### config.mk
export PLATFORM = sky130hd
export DESIGN_NAME = slave_out_data_ctrl_flat
export DESIGN_NICKNAME = d
export VERILOG_FILES = /design/src/rtl/slave_out_data_ctrl_pkg.sv /design/src/rtl/slave_out_data_ctrl_if.sv /design/src/rtl/slave_out_data_ctrl.sv /design/src/flat_wrapper.sv
export SDC_FILE = /design/constraint.sdc
export NUM_CORES = 1
export LEC_CHECK = 0
export CAP_MARGIN = 10
export CORE_MARGIN = 4
export CORE_UTILIZATION = 50
export CTS_CLUSTER_DIAMETER = 120
export DETAILED_ROUTE_END_ITERATION = 8
export PLACE_DENSITY = 0.8
export SYNTH_ARGS = -nofsm -noshare
export SYNTH_HDL_FRONTEND = slang
export SYNTH_SLANG_ARGS = --single-unit
### constraint.sdc
create_clock -name clk -period 2.8 [get_ports clk]
set_clock_uncertainty 0.05 [all_clocks]
set_input_delay 0.28 -clock clk [delete_from_list [all_inputs] [get_ports clk]]
set_output_delay 0.28 -clock clk [all_outputs]
set_load 0.1 [all_outputs]
### src/rtl/slave_out_data_ctrl_pkg.sv
// Shared USB constants for the slave controller.
// Holds the PID codes seen or produced by the OUT/SETUP data-phase sequencer,
// the bit positions inside transStatus, and the sequencer state encoding.
package slave_out_data_ctrl_pkg;

   // Token PIDs
   localparam logic [3:0] PID_OUT   = 4'h1;
   localparam logic [3:0] PID_SETUP = 4'hd;
   // Data PIDs
   localparam logic [3:0] PID_DATA0 = 4'h3;
   localparam logic [3:0] PID_DATA1 = 4'hb;
   // Handshake PIDs
   localparam logic [3:0] PID_ACK   = 4'h2;
   localparam logic [3:0] PID_NAK   = 4'ha;
   localparam logic [3:0] PID_STALL = 4'he;

   // transStatus bit positions
   localparam int ST_TIMEOUT = 0;
   localparam int ST_CRC     = 1;
   localparam int ST_ACK     = 2;
   localparam int ST_NAK     = 3;
   localparam int ST_STALL   = 4;
   localparam int ST_DUP     = 5;

   typedef enum logic [2:0] {
      IDLE,
      ARM,
      WAIT_RDY,
      EVAL,
      HS_DELAY,
      SEND_HS,
      DONE
   } ctrlState_t;

endpackage

### src/rtl/slave_out_data_ctrl_if.sv
// Bundle of signals around the OUT/SETUP data-phase sequencer.
//   token decoder : tokenRxed, tokenPID, tokenEndP
//   endpoint cfg  : epEnable, epStall, epReady
//   receiver      : getPacketEn, RXPacketRdy, RxPID, CRCError, bitStuffError,
//                   RXOverflow, RXTimeOut, dataSequence
//   RX FIFO       : fifoCommit, fifoFlush
//   sender        : sendPacketWEn, sendPacketPID, sendPacketRdy
//   status        : dataToggle, transDone, transStatus
// Modport slave is the sequencer's view; master is the surrounding logic.
interface slave_out_data_ctrl_if #(parameter int NUM_EP = 4);

   logic              tokenRxed;
   logic [3:0]        tokenPID;
   logic [1:0]        tokenEndP;
   logic [NUM_EP-1:0] epEnable;
   logic [NUM_EP-1:0] epStall;
   logic [NUM_EP-1:0] epReady;
   logic              getPacketEn;
   logic              RXPacketRdy;
   logic [3:0]        RxPID;
   logic              CRCError;
   logic              bitStuffError;
   logic              RXOverflow;
   logic              RXTimeOut;
   logic              dataSequence;
   logic              fifoCommit;
   logic              fifoFlush;
   logic              sendPacketWEn;
   logic [3:0]        sendPacketPID;
   logic              sendPacketRdy;
   logic [NUM_EP-1:0] dataToggle;
   logic              transDone;
   logic [5:0]        transStatus;

   modport slave (
      input  tokenRxed, tokenPID, tokenEndP, epEnable, epStall, epReady,
      input  RXPacketRdy, RxPID, CRCError, bitStuffError, RXOverflow, RXTimeOut,
      input  dataSequence, sendPacketRdy,
      output getPacketEn, fifoCommit, fifoFlush, sendPacketWEn, sendPacketPID,
      output dataToggle, transDone, transStatus
   );

   modport master (
      output tokenRxed, tokenPID, tokenEndP, epEnable, epStall, epReady,
      output RXPacketRdy, RxPID, CRCError, bitStuffError, RXOverflow, RXTimeOut,
      output dataSequence, sendPacketRdy,
      input  getPacketEn, fifoCommit, fifoFlush, sendPacketWEn, sendPacketPID,
      input  dataToggle, transDone, transStatus
   );

endinterface

### src/rtl/slave_out_data_ctrl.sv
// Slave receive-path sequencer for host-to-device data phases (OUT, SETUP).
// Arms the packet receiver on an accepted token, evaluates the receive report
// against endpoint state and the expected data toggle, commits or flushes the
// RX FIFO, and requests the matching handshake from the packet sender.
// Ports:
//   clk  - system clock
//   rst  - asynchronous active-low reset
//   bus  - slave modport of slave_out_data_ctrl_if (all other signals)
// Parameters:
//   NUM_EP     - number of endpoints (width of per-endpoint vectors)
//   RESP_DELAY - idle cycles between evaluation and handshake request, 1..15
//
// state    | meaning
// ---------+-----------------------------------------------------------
// IDLE     | waiting for an accepted OUT/SETUP token
// ARM      | pulse getPacketEn to the packet receiver
// WAIT_RDY | waiting for the receive report (RXPacketRdy)
// EVAL     | decide commit/flush, handshake and status
// HS_DELAY | inter-packet delay before requesting the handshake
// SEND_HS  | sendPacketWEn held until the sender accepts
// DONE     | pulse transDone, publish transStatus
module slave_out_data_ctrl
   import slave_out_data_ctrl_pkg::*;
#(
   parameter int NUM_EP     = 4,
   parameter int RESP_DELAY = 3
) (
   input logic                  clk,
   input logic                  rst,
   slave_out_data_ctrl_if.slave bus
);

   localparam logic [3:0] DLY_LOAD = 4'(RESP_DELAY - 1);

   ctrlState_t        state;
   logic [1:0]        epIdx;
   logic              isSetup;
   logic [3:0]        rxPID;
   logic              rxBadCrc;
   logic              rxOverflow;
   logic              rxTimeOut;
   logic              rxDataSeq;
   logic [3:0]        dlyCnt;
   logic [5:0]        statusPend;
   logic [NUM_EP-1:0] toggleReg;

   logic              tokenOk;
   logic              tokenIsSetup;
   logic              evCommit;
   logic              evHs;
   logic [3:0]        evPID;
   logic [5:0]        evStatus;
   logic              evToggle;

   assign bus.dataToggle = toggleReg;
   assign tokenIsSetup   = (bus.tokenPID == PID_SETUP);

   // Endpoint range is checked first so the enable lookup never indexes past NUM_EP.
   assign tokenOk = bus.tokenRxed
                 && (int'(bus.tokenEndP) < NUM_EP)
                 && bus.epEnable[bus.tokenEndP]
                 && (tokenIsSetup || (bus.tokenPID == PID_OUT));

   // Ordered decision: the first matching condition decides the outcome.
   always_comb begin
      evCommit = 1'b0;
      evHs     = 1'b0;
      evPID    = PID_ACK;
      evStatus = '0;
      evToggle = 1'b0;
      if (rxTimeOut) begin
         evStatus[ST_TIMEOUT] = 1'b1;
      end else if (rxBadCrc) begin
         evStatus[ST_CRC] = 1'b1;
      end else if ((rxPID != PID_DATA0) && (rxPID != PID_DATA1)) begin
         evStatus[ST_CRC] = 1'b1;
      end else if (isSetup && rxOverflow) begin
         evStatus[ST_CRC] = 1'b1;
      end else if (!isSetup && bus.epStall[epIdx]) begin
         evHs               = 1'b1;
         evPID              = PID_STALL;
         evStatus[ST_STALL] = 1'b1;
      end else if (!isSetup && (!bus.epReady[epIdx] || rxOverflow)) begin
         evHs             = 1'b1;
         evPID            = PID_NAK;
         evStatus[ST_NAK] = 1'b1;
      end else if (rxDataSeq != toggleReg[epIdx]) begin
         // Retransmission of a packet already taken: ACK again but drop the data.
         evHs             = 1'b1;
         evStatus[ST_ACK] = 1'b1;
         evStatus[ST_DUP] = 1'b1;
      end else begin
         evCommit         = 1'b1;
         evHs             = 1'b1;
         evStatus[ST_ACK] = 1'b1;
         evToggle         = 1'b1;
      end
   end

   always_ff @(posedge clk or negedge rst) begin
      if (!rst) begin
         state             <= IDLE;
         epIdx             <= '0;
         isSetup           <= 1'b0;
         rxPID             <= '0;
         rxBadCrc          <= 1'b0;
         rxOverflow        <= 1'b0;
         rxTimeOut         <= 1'b0;
         rxDataSeq         <= 1'b0;
         dlyCnt            <= '0;
         statusPend        <= '0;
         toggleReg         <= '0;
         bus.getPacketEn   <= 1'b0;
         bus.fifoCommit    <= 1'b0;
         bus.fifoFlush     <= 1'b0;
         bus.sendPacketWEn <= 1'b0;
         bus.sendPacketPID <= 4'h0;
         bus.transDone     <= 1'b0;
         bus.transStatus   <= '0;
      end else begin
         bus.getPacketEn <= 1'b0;
         bus.fifoCommit  <= 1'b0;
         bus.fifoFlush   <= 1'b0;
         bus.transDone   <= 1'b0;
         case (state)
            IDLE: begin
               if (tokenOk) begin
                  epIdx   <= bus.tokenEndP;
                  isSetup <= tokenIsSetup;
                  // SETUP always starts a control transfer at DATA0.
                  if (tokenIsSetup) toggleReg[bus.tokenEndP] <= 1'b0;
                  state <= ARM;
               end
            end
            ARM: begin
               bus.getPacketEn <= 1'b1;
               state           <= WAIT_RDY;
            end
            WAIT_RDY: begin
               if (bus.RXPacketRdy) begin
                  rxPID      <= bus.RxPID;
                  rxBadCrc   <= bus.CRCError | bus.bitStuffError;
                  rxOverflow <= bus.RXOverflow;
                  rxTimeOut  <= bus.RXTimeOut;
                  rxDataSeq  <= bus.dataSequence;
                  state      <= EVAL;
               end
            end
            EVAL: begin
               bus.fifoCommit <= evCommit;
               bus.fifoFlush  <= ~evCommit;
               if (evToggle) toggleReg[epIdx] <= ~toggleReg[epIdx];
               statusPend <= evStatus;
               dlyCnt     <= DLY_LOAD;
               if (evHs) begin
                  bus.sendPacketPID <= evPID;
                  state             <= HS_DELAY;
               end else begin
                  state <= DONE;
               end
            end
            HS_DELAY: begin
               if (dlyCnt == 4'd0) begin
                  bus.sendPacketWEn <= 1'b1;
                  state             <= SEND_HS;
               end else begin
                  dlyCnt <= dlyCnt - 4'd1;
               end
            end
            SEND_HS: begin
               if (bus.sendPacketRdy) begin
                  bus.sendPacketWEn <= 1'b0;
                  state             <= DONE;
               end
            end
            DONE: begin
               bus.transDone   <= 1'b1;
               bus.transStatus <= statusPend;
               state           <= IDLE;
            end
            default: state <= IDLE;
         endcase
      end
   end

endmodule
### src/flat_wrapper.sv
// flat-port wrapper written by rule: the top's interface ports become plain ports
module slave_out_data_ctrl_flat import slave_out_data_ctrl_pkg::*;
#(
   parameter int NUM_EP     = 4,
   parameter int RESP_DELAY = 3
)
  (clk, rst, bus_tokenRxed, bus_tokenPID, bus_tokenEndP, bus_epEnable, bus_epStall, bus_epReady, bus_RXPacketRdy, bus_RxPID, bus_CRCError, bus_bitStuffError, bus_RXOverflow, bus_RXTimeOut, bus_dataSequence, bus_sendPacketRdy, bus_getPacketEn, bus_fifoCommit, bus_fifoFlush, bus_sendPacketWEn, bus_sendPacketPID, bus_dataToggle, bus_transDone, bus_transStatus);
  slave_out_data_ctrl_if #(.NUM_EP(NUM_EP)) bus_i ();
  input logic clk;
  input logic rst;
  input wire logic [$bits(bus_i.tokenRxed)-1:0] bus_tokenRxed;
  input wire logic [$bits(bus_i.tokenPID)-1:0] bus_tokenPID;
  input wire logic [$bits(bus_i.tokenEndP)-1:0] bus_tokenEndP;
  input wire logic [$bits(bus_i.epEnable)-1:0] bus_epEnable;
  input wire logic [$bits(bus_i.epStall)-1:0] bus_epStall;
  input wire logic [$bits(bus_i.epReady)-1:0] bus_epReady;
  input wire logic [$bits(bus_i.RXPacketRdy)-1:0] bus_RXPacketRdy;
  input wire logic [$bits(bus_i.RxPID)-1:0] bus_RxPID;
  input wire logic [$bits(bus_i.CRCError)-1:0] bus_CRCError;
  input wire logic [$bits(bus_i.bitStuffError)-1:0] bus_bitStuffError;
  input wire logic [$bits(bus_i.RXOverflow)-1:0] bus_RXOverflow;
  input wire logic [$bits(bus_i.RXTimeOut)-1:0] bus_RXTimeOut;
  input wire logic [$bits(bus_i.dataSequence)-1:0] bus_dataSequence;
  input wire logic [$bits(bus_i.sendPacketRdy)-1:0] bus_sendPacketRdy;
  output wire logic [$bits(bus_i.getPacketEn)-1:0] bus_getPacketEn;
  output wire logic [$bits(bus_i.fifoCommit)-1:0] bus_fifoCommit;
  output wire logic [$bits(bus_i.fifoFlush)-1:0] bus_fifoFlush;
  output wire logic [$bits(bus_i.sendPacketWEn)-1:0] bus_sendPacketWEn;
  output wire logic [$bits(bus_i.sendPacketPID)-1:0] bus_sendPacketPID;
  output wire logic [$bits(bus_i.dataToggle)-1:0] bus_dataToggle;
  output wire logic [$bits(bus_i.transDone)-1:0] bus_transDone;
  output wire logic [$bits(bus_i.transStatus)-1:0] bus_transStatus;
  assign bus_i.tokenRxed = bus_tokenRxed;
  assign bus_i.tokenPID = bus_tokenPID;
  assign bus_i.tokenEndP = bus_tokenEndP;
  assign bus_i.epEnable = bus_epEnable;
  assign bus_i.epStall = bus_epStall;
  assign bus_i.epReady = bus_epReady;
  assign bus_i.RXPacketRdy = bus_RXPacketRdy;
  assign bus_i.RxPID = bus_RxPID;
  assign bus_i.CRCError = bus_CRCError;
  assign bus_i.bitStuffError = bus_bitStuffError;
  assign bus_i.RXOverflow = bus_RXOverflow;
  assign bus_i.RXTimeOut = bus_RXTimeOut;
  assign bus_i.dataSequence = bus_dataSequence;
  assign bus_i.sendPacketRdy = bus_sendPacketRdy;
  assign bus_getPacketEn = bus_i.getPacketEn;
  assign bus_fifoCommit = bus_i.fifoCommit;
  assign bus_fifoFlush = bus_i.fifoFlush;
  assign bus_sendPacketWEn = bus_i.sendPacketWEn;
  assign bus_sendPacketPID = bus_i.sendPacketPID;
  assign bus_dataToggle = bus_i.dataToggle;
  assign bus_transDone = bus_i.transDone;
  assign bus_transStatus = bus_i.transStatus;
  slave_out_data_ctrl #(.NUM_EP(NUM_EP), .RESP_DELAY(RESP_DELAY)) u_core (.clk(clk), .rst(rst), .bus(bus_i));
endmodule
== After elaboration in Yosys (flattened, before gate mapping) ==
Index checks and enable logic that the tools add are counted.

* Input port bits: 32
* Register bits after elaboration: 43
* Word-level logic and storage cells: 134

* $lt $le $gt $ge: 4
* Eq/ne operators: 18
* Reduce and logical (&&, ||, !) cells: 24
* Multiplexer cells: 64
* Bitwise logic cells: 5
* Add/subtract/negate cells: 1

{| class="wikitable"
|+ Operators with widths
! cell !! number
|-
| $mux 4 || 13
|-
| $mux 1 || 33
|-
| $pmux 3 s6 || 1
|-
| $pmux 4 s2 || 2
|-
| $mux 3 || 4
|-
| $eq 3x3->1 const B || 3
|-
| $bmux 1 s2 || 4
|-
| $logic_and 1x1->1 || 8
|-
| $ne 2x1->1 const B || 4
|-
| $reduce_and 2->1 || 4
|-
| $reduce_and 4->1 || 2
|-
| $eq 3x2->1 const B || 2
|-
| $lt 2x3->1 const B || 2
|-
| $ne 2x2->1 const B || 3
|-
| $reduce_bool 2->1 || 3
|-
| $mux 5 || 1
|-
| $and 4x4->4 || 1
|-
| $bwmux 4 || 1
|-
| $demux 1 s2 || 2
|-
| $eq 4x1->1 const B || 1
|-
| $eq 4x4->1 const B || 1
|-
| $ge 2x1->1 const B || 2
|-
| $logic_not 4->1 || 1
|-
| $mux 2 || 2
|-
| 13 further kinds || 16
|}

== Longest topological paths before layout ==
Gate-level depths: netlist of run 1.

* Depth after elaboration: 13
* Mapped depth: 7
* Gate-level depth less buffers: 6

== Worst setup path after synthesis of run 1 ==
OpenSTA, ideal clock, no wires.

* Path type: reg-to-reg
* Start: reg u_core.toggleReg[3], in the netlist u_core.bus.dataToggle[3]
* End: reg u_core.toggleReg[0], in the netlist u_core.bus.dataToggle[0]
* Path buffers: 0
* Path slack: 724 ps
* Setup time: 142 ps
* Cell stages (with the launch flop): 5
* Data required time: 2608 ps
* Arrival: 1885 ps
* Path through: dfrtp_1 > mux4_2 > xnor2_2 > o211a_4 > o211ai_2

* Cells in the longest elaborated chain, start to end: 12
* Elaborated cells between the ends (all ways): 16
* Classes of those cells: eq/ne: 2; mux: 12; bitwise: 1; reduce/logical: 1

{| class="wikitable"
|+ Ends and longest elaborated chain
! item !! RTL line !! RTL
|-
| start: declaration || slave_out_data_ctrl.sv:45 || <nowiki>logic [NUM_EP-1:0] toggleReg;</nowiki>
|-
| start signal: indexed assignment || slave_out_data_ctrl.sv:152 || <nowiki>if (evToggle) toggleReg[epIdx] <= ~toggleReg[epIdx];</nowiki>
|-
| $bmux 1 s2 * || slave_out_data_ctrl.sv:87, slave_out_data_ctrl.sv:152 ||
|-
| $mux 1 (implied by the code) * || slave_out_data_ctrl.sv:87, slave_out_data_ctrl.sv:152 ||
|-
| $ne 1x1->1 || slave_out_data_ctrl.sv:87 || <nowiki>end else if (rxDataSeq != toggleReg[epIdx]) begin</nowiki>
|-
| $mux 1 || slave_out_data_ctrl.sv:87 ||
|-
| $mux 1 || slave_out_data_ctrl.sv:83 || <nowiki>end else if (!isSetup && (!bus.epReady[epIdx] || rxOverflow)) begin</nowiki>
|-
| $mux 1 || slave_out_data_ctrl.sv:79 || <nowiki>end else if (!isSetup && bus.epStall[epIdx]) begin</nowiki>
|-
| $mux 1 || slave_out_data_ctrl.sv:77 || <nowiki>end else if (isSetup && rxOverflow) begin</nowiki>
|-
| $mux 1 || slave_out_data_ctrl.sv:75 || <nowiki>end else if ((rxPID != PID_DATA0) && (rxPID != PID_DATA1)) begin</nowiki>
|-
| $mux 1 || slave_out_data_ctrl.sv:73 || <nowiki>end else if (rxBadCrc) begin</nowiki>
|-
| $mux 1 || slave_out_data_ctrl.sv:71 || <nowiki>if (rxTimeOut) begin</nowiki>
|-
| $ne 2x1->1 (no source line) || -- ||
|-
| $reduce_and 4->1 (no source line) || -- ||
|}

Every way passes the cells marked *; elsewhere a longest branch is shown, timed or not. The select of a mux whose other input is x is not followed.
A chain may end at the register's enable or synchronous reset.

== Final worst setup path of run 1 ==
* Start: reg u_core.state[2]
* End: reg u_core.toggleReg[0], in the netlist u_core.bus.dataToggle[0]

* Cells in the longest elaborated chain, start to end: 3
* Elaborated cells between the ends (all ways): 8
* Classes of those cells: eq/ne: 4; mux: 1; reduce/logical: 3

{| class="wikitable"
|+ Ends and longest elaborated chain
! item !! RTL line !! RTL
|-
| start: declaration || slave_out_data_ctrl.sv:35 || <nowiki>ctrlState_t state;</nowiki>
|-
| start signal: assignment || slave_out_data_ctrl.sv:102 || <nowiki>state <= IDLE;</nowiki>
|-
| start signal: assignment || slave_out_data_ctrl.sv:132 || <nowiki>state <= ARM;</nowiki>
|-
| start signal: assignment || slave_out_data_ctrl.sv:137 || <nowiki>state <= WAIT_RDY;</nowiki>
|-
| $eq 3x2->1 / $logic_not 3->1 (equally long branches) || slave_out_data_ctrl.sv:125 || <nowiki>case (state)</nowiki>
|-
| $ne 2x1->1 (no source line) / $reduce_bool 2->1 (equally long branches) || -- ||
|-
| $reduce_and 4->1 (no source line) || -- ||
|}

Parallel ways exist; a longest one is shown, timed or not.

==> results of run 1 <==
## state kept, by name, summed over array words and instances, names as in the netlist
register,count
u_core.bus.transStatus,6
u_core.statusPend,6
u_core.bus.dataToggle,4
u_core.dlyCnt,4
u_core.bus.sendPacketPID,3
u_core.rxPID,3
u_core.state,3
u_core.epIdx,2
u_core.bus.fifoCommit,1
u_core.bus.fifoFlush,1
u_core.bus.getPacketEn,1
u_core.bus.sendPacketWEn,1
u_core.bus.transDone,1
u_core.isSetup,1
u_core.rxBadCrc,1
u_core.rxDataSeq,1
u_core.rxOverflow,1
u_core.rxTimeOut,1
## through the flow
stage | instances | util, %
CTS | 293 | 65.8
floorplan | 198 | -
detailed placement | 285 | 62.9
finish | 293 | 65.8
global placement | 285 | 62.9
global route | 293 | 65.8
## layout make-up
type / count / area (um^2)
clock buffers: 5 / 68.8
clock inverters: 3 / 46.3
fillers: 330 / 1390
inverters: 8 / 30.0
multi-input cells: 137 / 997
flip-flops and latches: 41 / 1030
well taps: 50 / 62.6
repair buffers: 49 / 438
## Yosys cell counts (2+ instances only)
master	count	area share (%)
o211ai_1	6	2.1
nor3_1	3	0.71
mux4_2	4	4.3
nor4bb_1	2	0.95
and4_1	2	0.83
and3b_1	2	0.83
o31ai_1	3	1.1
mux2i_1	3	1.4
nand2b_1	4	1.2
buf_2	5	1.2
nand2_1	35	6.2
nand3_1	3	0.71
xnor2_1	3	1.2
dfrtp_1	41	48
o21ai_0	9	2.1
clkbuf_1	4	0.71
nor4_1	4	1.2
nor2_1	10	1.8
a21oi_1	3	0.71
inv_1	8	1.4
o211ai_2	4	2.4
mux2_2	7	3.7
a211oi_1	2	0.71
nand3b_1	4	1.4
## power breakdown
group / internal, mW / leakage [nW] / switching (mW)
sequential: 0.796 / 0.511 / 0.234
clock: 0.267 / 0.0543 / 0.226
combinational: 0.453 / 0.625 / 0.889
total: 1.52 / 1.19 / 1.35
## critical path: cells and delay by family, from the launching register on
kind | cells | cell delay (ps)
AO/OA/AOI/OAI | 3 | 1020
AND/OR/NAND/NOR | 1 | 520
flip-flops | 1 | 510
## kinds of logic (layout without fill, tap and decap cells)
kind of cell / Yosys count / count (layout) / synth area share (%)
XOR/XNOR: 4 / 4 / 2.01
other: 1 / 1 / 0.177
AND/OR/NAND/NOR: 80 / 80 / 20.5
multiplexers: 14 / 14 / 9.40
buffers and inverters: 20 / 65 / 4.38
adder cells (fa/ha/maj): 1 / 1 / 0.591
flip-flops: 41 / 41 / 48.5
AO/OA/AOI/OAI: 37 / 37 / 14.4
## final timing paths
check,end,cells after the start,startpoint
worst max-delay path,u_core.bus.dataToggle[0],4,u_core.state[2]
worst min-delay path,u_core.bus.transDone,1,rst
worst max register to register,u_core.bus.dataToggle[0],4,u_core.state[2]
worst min register to register,u_core.bus.transStatus[0],2,u_core.bus.transStatus[0]
max in group asynchronous,u_core.bus.getPacketEn,1,rst
min in group clk,u_core.bus.transStatus[0],2,u_core.bus.transStatus[0]
## routing by layer
metal  share of wire [%]  track usage [%]  routed length [um]
met1                  45             22.8                1980
met2                  48             29.5                2140
met3                 5.2             3.99                 232
met4                 1.7             7.38                  76
met5                   0                0                   0
## placed cells by master, fill, tap and decap left out, types with 2 or more instances in the layout
cell / count
xnor2_1: 3
and3b_1: 2
and4_1: 2
dfrtp_1: 41
o211ai_1: 6
nand2b_1: 4
inv_1: 8
nand3_1: 3
nor4_1: 4
nand2_1: 35
buf_4: 19
a211oi_1: 2
nor4bb_1: 2
o211ai_2: 4
mux2_2: 7
mux4_2: 4
o31ai_1: 3
clkbuf_8: 5
nand3b_1: 4
nor3_1: 3
mux2i_1: 3
clkdlybuf4s50_1: 29
a21oi_1: 3
o21ai_0: 9
nor2_1: 10
==> results.toml, run 1 <==
[critical_path]
worstPathArrival_ps = 2350
setup.reg_to_reg.worst_slack_ps = 630
criticalPathCategory = "flip-flop to flip-flop"
worstSetupEndpointType = "flip-flop"
critPathMaxFanout = 14
worst_path_largest_cell_delay_ps = 710
worstPathCellList = "nand3b_1 > a2111oi_4 > o2111ai_1 > o211ai_2"
cp-start-kind = "flip-flop"
timing.critical_path.slowest_stage_cell = "a2111oi_4"
worstPathRequired_ps = 2980

[cells_and_area]
antenna_cells_inserted = 0
drive_gt1_share_pct = 20.2
layout.nets = 275
fin_area_um2 = 2670
syn_to_final_growth_pct = 26.1

[clock_tree]
depth_of_the_cts_h_tree = 2
post-cts-setup-buffer-count = 0
clock_sink_count = 41
clock_insertion_delay_worst_skew_ps = 300
cts_made_buffers = 5
clock_buffer_depth = 2
cts_repair_resize_count = 0
tritoncts = "done"
clk_root_buffer_cell = "clkbuf_8"
cts_hold_buf = 0
clk_pin_slew_worst_paths_ps = 90

[floorplanning]
floorplan.initialDensity_pct = 52.1
fp.dieW_um = 73.1
core.rowCount = 23
die_area_um2 = 5340
die_h_um = 73.1
io_pins = 51
area_of_the_placeable_core_um2 = 4060

[placement]
gpl.final_weighted_congestion = 0.809
detailedPlacementHpwl_um = 3210
portBuffers = 48
pre_cts_ws_ps = 576
placed_area_um2 = 2550

[global_routing]
antenna_found_initial = 0
grt_start_max_net_pins = 42
globalRouteTotalUtil_pct = 18.0
first_pass_grt_wire_length_um = 7360
globalRoute.totalOverflow = 0
number_of_global_route_vias_before_repair = 1593

[timing]
holdWs_ps = 60.3
timing_max_transition_violations_final = 0
timing.final.crit_share_pct = 77.3
timing_worst_slew_pin_value_ps = 911
grt_setup_unrepaired = "no"
clock.fmax_mhz = 462
relSlewSlack_pct = 39.3
sum_of_negative_setup_slack_ps = 0
setup_viol_count_final = 0
finalCriticalPeriod_ps = 2170
final.setup.worst_slack_ps = 635
timing_hold_violations_final = 0

[power_and_ir_drop]
static-leakage-power_nw = 1.19
worst_ir_drop_on_vdd_mv = 0.468
post-layout-total-power_mw = 2.87
power_density_nw_per_um2 = 1070

[route]
first_pass_iters = 4
routed_wirelength_um = 4420
first_iter_violations = 93
detail_route.drc_violations = 0
wire_per_inst_um = 15.1
drt-vias-per-instance = 5.50
ant_nets = 0
routed-via-count = 1611

[logic_synthesis]
synth_cells = 198
yosys_most_used_dff = "dfrtp_1"
synth.net_count = 231
yosys_warnings = 0
ys_ff_latch = 41
asyncSetResetFlopFracSynth_pct = 100
ys_seq_area_share_pct = 48.5
synth_enable_flop_cells = 0
synthesis.area_um2 = 2120
synthesis.area_per_instance_um2 = 10.7
synth.lib_cells_used.distinct = 51

[hold_path]
class_of_the_worst_hold_path = "primary input to async pin"

[run]
drv.max_cap_violation_count = 0

[run_status]
outcome = "complete, no violations"
(Power assumes the default switching activity.)
==> run 2, diff against run 1 <==
CORE_UTILIZATION = 44   (was 50)
PLACE_DENSITY = 0.75   (was 0.8)
clock period = 1.8 ns   (was 2.8 ns; I/O delays follow)
==> run 2 against run 1 <==
Against the previous run:
- utilization up 0.20 points
- global-route usage down 0.94 points
- sequential power up 49%
- final cell count up 9.9%
- flip-flop and latch count unchanged
- die area up 12%
- maximum frequency up 23%
- combinational power up 85%
- non-clock buffer count up 27
- critical path depth unchanged
- sequential share of layout area down 3.5 points
- hold slack better by 270 ps
- critical endpoint is now u_core.bus.fifoFlush
- highest routed layer unchanged
==> results.toml, run 2 (synthesis results as in run 1) <==
[timing]
clock.fmax_mhz = 570
timing_max_transition_violations_final = 0
setup_viol_count_final = 0
finalCriticalPeriod_ps = 1760
grt_setup_unrepaired = "yes"
timing_worst_slew_pin_value_ps = 507
sum_of_negative_setup_slack_ps = 0
holdWs_ps = 329
timing.final.crit_share_pct = 97.5
timing_hold_violations_final = 0
relSlewSlack_pct = 66.2

[cells_and_area]
layout.cells.most_common_list = "42 x buf_4, 36 x dfrtp_1, 35 x nand2_1"
final.fill_count = 374
reg.largest.list = "u_core.bus.transStatus (6), u_core.statusPend (6)"
mostFrequentLayoutCell = "buf_4"
layout.nets = 302
drive_gt1_share_pct = 31.5
antenna_cells_inserted = 0
syn_to_final_growth_pct = 40.4

[clock_tree]
clock_sink_count = 41
depth_of_the_cts_h_tree = 2
clock_insertion_delay_worst_skew_ps = 290
clk_root_buffer_cell = "clkbuf_8"
clock_buffer_depth = 2
cts_made_buffers = 5
tritoncts = "done"
clk_pin_slew_worst_paths_ps = 80

[critical_path]
setup.reg_to_reg.worst_slack_ps = 40
worstReg2RegEnd = "u_core.bus.fifoFlush"
worstSetupEndpointType = "flip-flop"
timing.critical_path.from = "u_core.epIdx[0]"
worstPathRequired_ps = 1920
worstPathArrival_ps = 1880
criticalPathCategory = "flip-flop to flip-flop"
ff2ff_path_depth = 4
cp-start-kind = "flip-flop"
critPathMaxFanout = 5
timing.critical_path.to = "u_core.bus.fifoFlush"
critical_path.reg2reg.startpoint = "u_core.epIdx[0]"

[route]
drt-vias-per-instance = 5.47
first_iter_violations = 76
detail_route.drc_violations = 0
wire_per_inst_um = 14.8
ant_nets = 0
routed_wirelength_um = 4770
routed-via-count = 1762
first_pass_iters = 4

[global_routing]
globalRouteTotalUtil_pct = 17.0
antenna_found_initial = 0
first_pass_grt_wire_length_um = 8200
globalRoute.totalOverflow = 0
number_of_global_route_vias_before_repair = 1841
grt_start_max_net_pins = 22

[floorplanning]
die_area_um2 = 5980
area_of_the_placeable_core_um2 = 4500
io_pins = 51
core.rowCount = 24
floorplan.initialDensity_pct = 47.0
die_h_um = 77.3
fp.dieW_um = 77.3

[run]
drv.max_cap_violation_count = 0

[run_status]
outcome = "complete, no violations"

[placement]
portBuffers = 48
gpl.final_weighted_congestion = 0.848
detailedPlacementHpwl_um = 3580

[power_and_ir_drop]
worst_ir_drop_on_vdd_mv = 0.747
power_density_nw_per_um2 = 1640
static-leakage-power_nw = 1.35

[hold_path]
class_of_the_worst_hold_path = "primary input to async pin"
run 2: critical path, cell delays in order (launching register included):
cell     delay, ps
dfrtp_2        430
mux4_2         590
nor3b_4        320
or2_1          170
a31oi_1         70
run 2: worst min path at each step:
stage                                            to  slack (ps)  cells past startpoint
after global placement    u_core.bus.transStatus[0]         120                      1
after floorplan            u_core.bus.dataToggle[0]        -170                      0
after CTS                      u_core.statusPend[3]         340                      2
after detailed placement  u_core.bus.transStatus[1]         120                      1
final                          u_core.statusPend[3]         330                      2
after global routing           u_core.statusPend[3]         360                      2
run 2: metrics by stage:
step                util (%)  instance area (um^2)  power [mW]  instances  setup slack [ps]
finish                  66.0                  2970        4.88        322              44.9
global route            66.0                  2970        5.18        322             -21.9
CTS                     65.4                  2950        4.90        321            -0.738
detailed placement      62.0                  2790        4.00        312              -157
global placement        62.0                  2790        3.94        312              -128
floorplan                  -                  2130        3.28        198             -58.4
run 2: layout make-up:
cell class	count	area, um^2	area share (%)
inverters	8	30.0	1.01
flip-flops and latches	41	1040	34.9
multi-input cells	137	1020	34.5
clock inverters	3	65.1	2.19
clock buffers	5	68.8	2.32
well taps	52	65.1	2.19
repair buffers	76	681	22.9
run 2: what timing repair did:
action                                  in CTS  in global routing
endpoints found under the setup margin       5                  8
resized for setup                            3                  4
buffers inserted                             0                  2
endpoints found under the hold margin       20                  0
pin swaps                                    1                  1
hold buffers                                 1                  0
run 2: power by group:
part | switching (mW) | leakage [nW] | internal, mW | total [mW]
clock | 0.318 | 0.0681 | 0.551 | 0.868
combinational | 1.56 | 0.770 | 0.925 | 2.48
sequential | 0.289 | 0.507 | 1.24 | 1.53
run 2: per-layer routing:
metal	part of all wire, %	track usage (%)	vias to the layer above
met5	0	0	-
met4	1.5	5.34	0
met3	5.7	4.17	8
met2	51	30.4	60
met1	42	20.2	843
li1	-	-	851
==> variant (flow settings as in run 2) <==
The 7 states of `ctrlState_t` get a Gray code encoding in 3 bits.
--- a/src/rtl/slave_out_data_ctrl_pkg.sv
+++ b/src/rtl/slave_out_data_ctrl_pkg.sv
@@ -24,11 +24,11 @@
 
    typedef enum logic [2:0] {
-      IDLE,
-      ARM,
-      WAIT_RDY,
-      EVAL,
-      HS_DELAY,
-      SEND_HS,
-      DONE
+      IDLE     = 3'b000,
+      ARM      = 3'b001,
+      WAIT_RDY = 3'b011,
+      EVAL     = 3'b010,
+      HS_DELAY = 3'b110,
+      SEND_HS  = 3'b111,
+      DONE     = 3'b101
    } ctrlState_t;
 
Behaviour: same outputs for any inputs over 10 cycles, from zero or initial values and one cycle with rst low; not proved beyond that.
==> variant against run 2 <==
The run now ends with negative setup slack left. Final area grew 1.7%. First-iteration DRC count grew to 2.6 times the old value. Sequential share of layout area shrank 0.55 points. Power grew 3.5%. Largest cell class unchanged. Sequential cell count is the same. Non-clock buffer count grew 8. Routed wire length grew 12%. Synthesized cell count grew 0.51%. Area after synthesis shrank 3.8%. Setup slack lost 330 ps.
==> variant: results <==
[sta]
hold_ws_ps = 414
fin_ws_ps = -288
setup_violations = 7
fin_tns_setup_ps = -1330

[layout]
nets = 314
final_layout_size_suffix_gt1_frac = 0.337
fin_cells = 334
area_growth_pct = 48.6

[worst_hold_path]
worst_hold_path_type = "in -> reg"

[power_and_ir_drop]
p_leak_nw = 1.42
irDropWorstVdd_mv = 0.824

[placed_design]
post-place-ws_ps = -381
dpl_cell_area_um2 = 2770
gp_congestion = 0.899

[critical_path]
crit_arrival_ps = 2250
slowest_delay_ps = 570
r2r-end = "u_core.bus.dataToggle[0]"
cp_max_fo = 4

[global_route]
grt_max_degree = 34
grt_usage = 0.179
met3_usage = 0.0461
gr-usage-met2 = 0.286

[route]
route.met3.wl_um = 304
wl_met2_um = 2670
wire_per_inst_um = 16.0
m1WireLength_um = 2250
dr.pass1.iters = 5

[outcome]
violations = "negative setup slack"
outcome = "complete, but fails checks"

[synthesis]
yosys.cell_types.count = 45
synth.net_count = 232
ys_seq_area_frac = 0.504
synth_cells = 199
==> variant: changes by cell type in the layout (fill, tap and decap cells not counted), moves of 3 or more <==
cell	change
buf_6	+3
nor4_1	-3
mux2_2	+5
buf_4	+5
nand3_1	+9
o21ai_0	-3
o211ai_2	-4
inv_1	-4
nand2_1	+5
nand3b_1	-3
==> variant: cell families after synthesis <==
kind of cell,after synthesis,synth area share
adder cells (fa/ha/maj),1,0.00615
buffers and inverters,13,0.0308
XOR/XNOR,4,0.0172
AND/OR/NAND/NOR,88,0.215
other,1,0.00184
flip-flops,41,0.504
AO/OA/AOI/OAI,31,0.0990
multiplexers,20,0.126
==> variant: repair_timing <==
action / 4_1_cts / 5_1_grt
hold endpoints to repair: 31 / 0
buffers inserted: 2 / 4
hold buffers: 1 / 0
endpoints found under the setup margin: 8 / 13
gates resized for setup: 1 / 14
pin swaps: 0 / 4
==> variant: power breakdown <==
part | switching (mW) | leakage, nW | internal, mW
clock network | 0.354 | 0.0687 | 0.559
logic | 1.70 | 0.828 | 0.958
registers | 0.237 | 0.519 | 1.24
==> variant: worst max-delay path by stage <==
stage	start	cells after the start	to	slack [ps]
after detailed placement	bus_epStall[0]	5	u_core.bus.dataToggle[0]	-380
after CTS	u_core.epIdx[0]	4	u_core.bus.dataToggle[0]	-200
after global placement	bus_epStall[0]	5	u_core.bus.dataToggle[0]	-330
final	u_core.epIdx[0]	4	u_core.bus.dataToggle[0]	-290
after global routing	u_core.epIdx[0]	4	u_core.bus.dataToggle[1]	-370
after floorplan	u_core.bus.dataToggle[3]	3	u_core.bus.dataToggle[0]	-220
==> variant: layout make-up <==
cell class	instances	share of cell area
clock buffer	5	0.0228
clock inverter	3	0.0228
inverter	4	0.00497
multi-input combinational	145	0.336
sequential	41	0.344
tap	52	0.0215
timing repair buffer	84	0.249
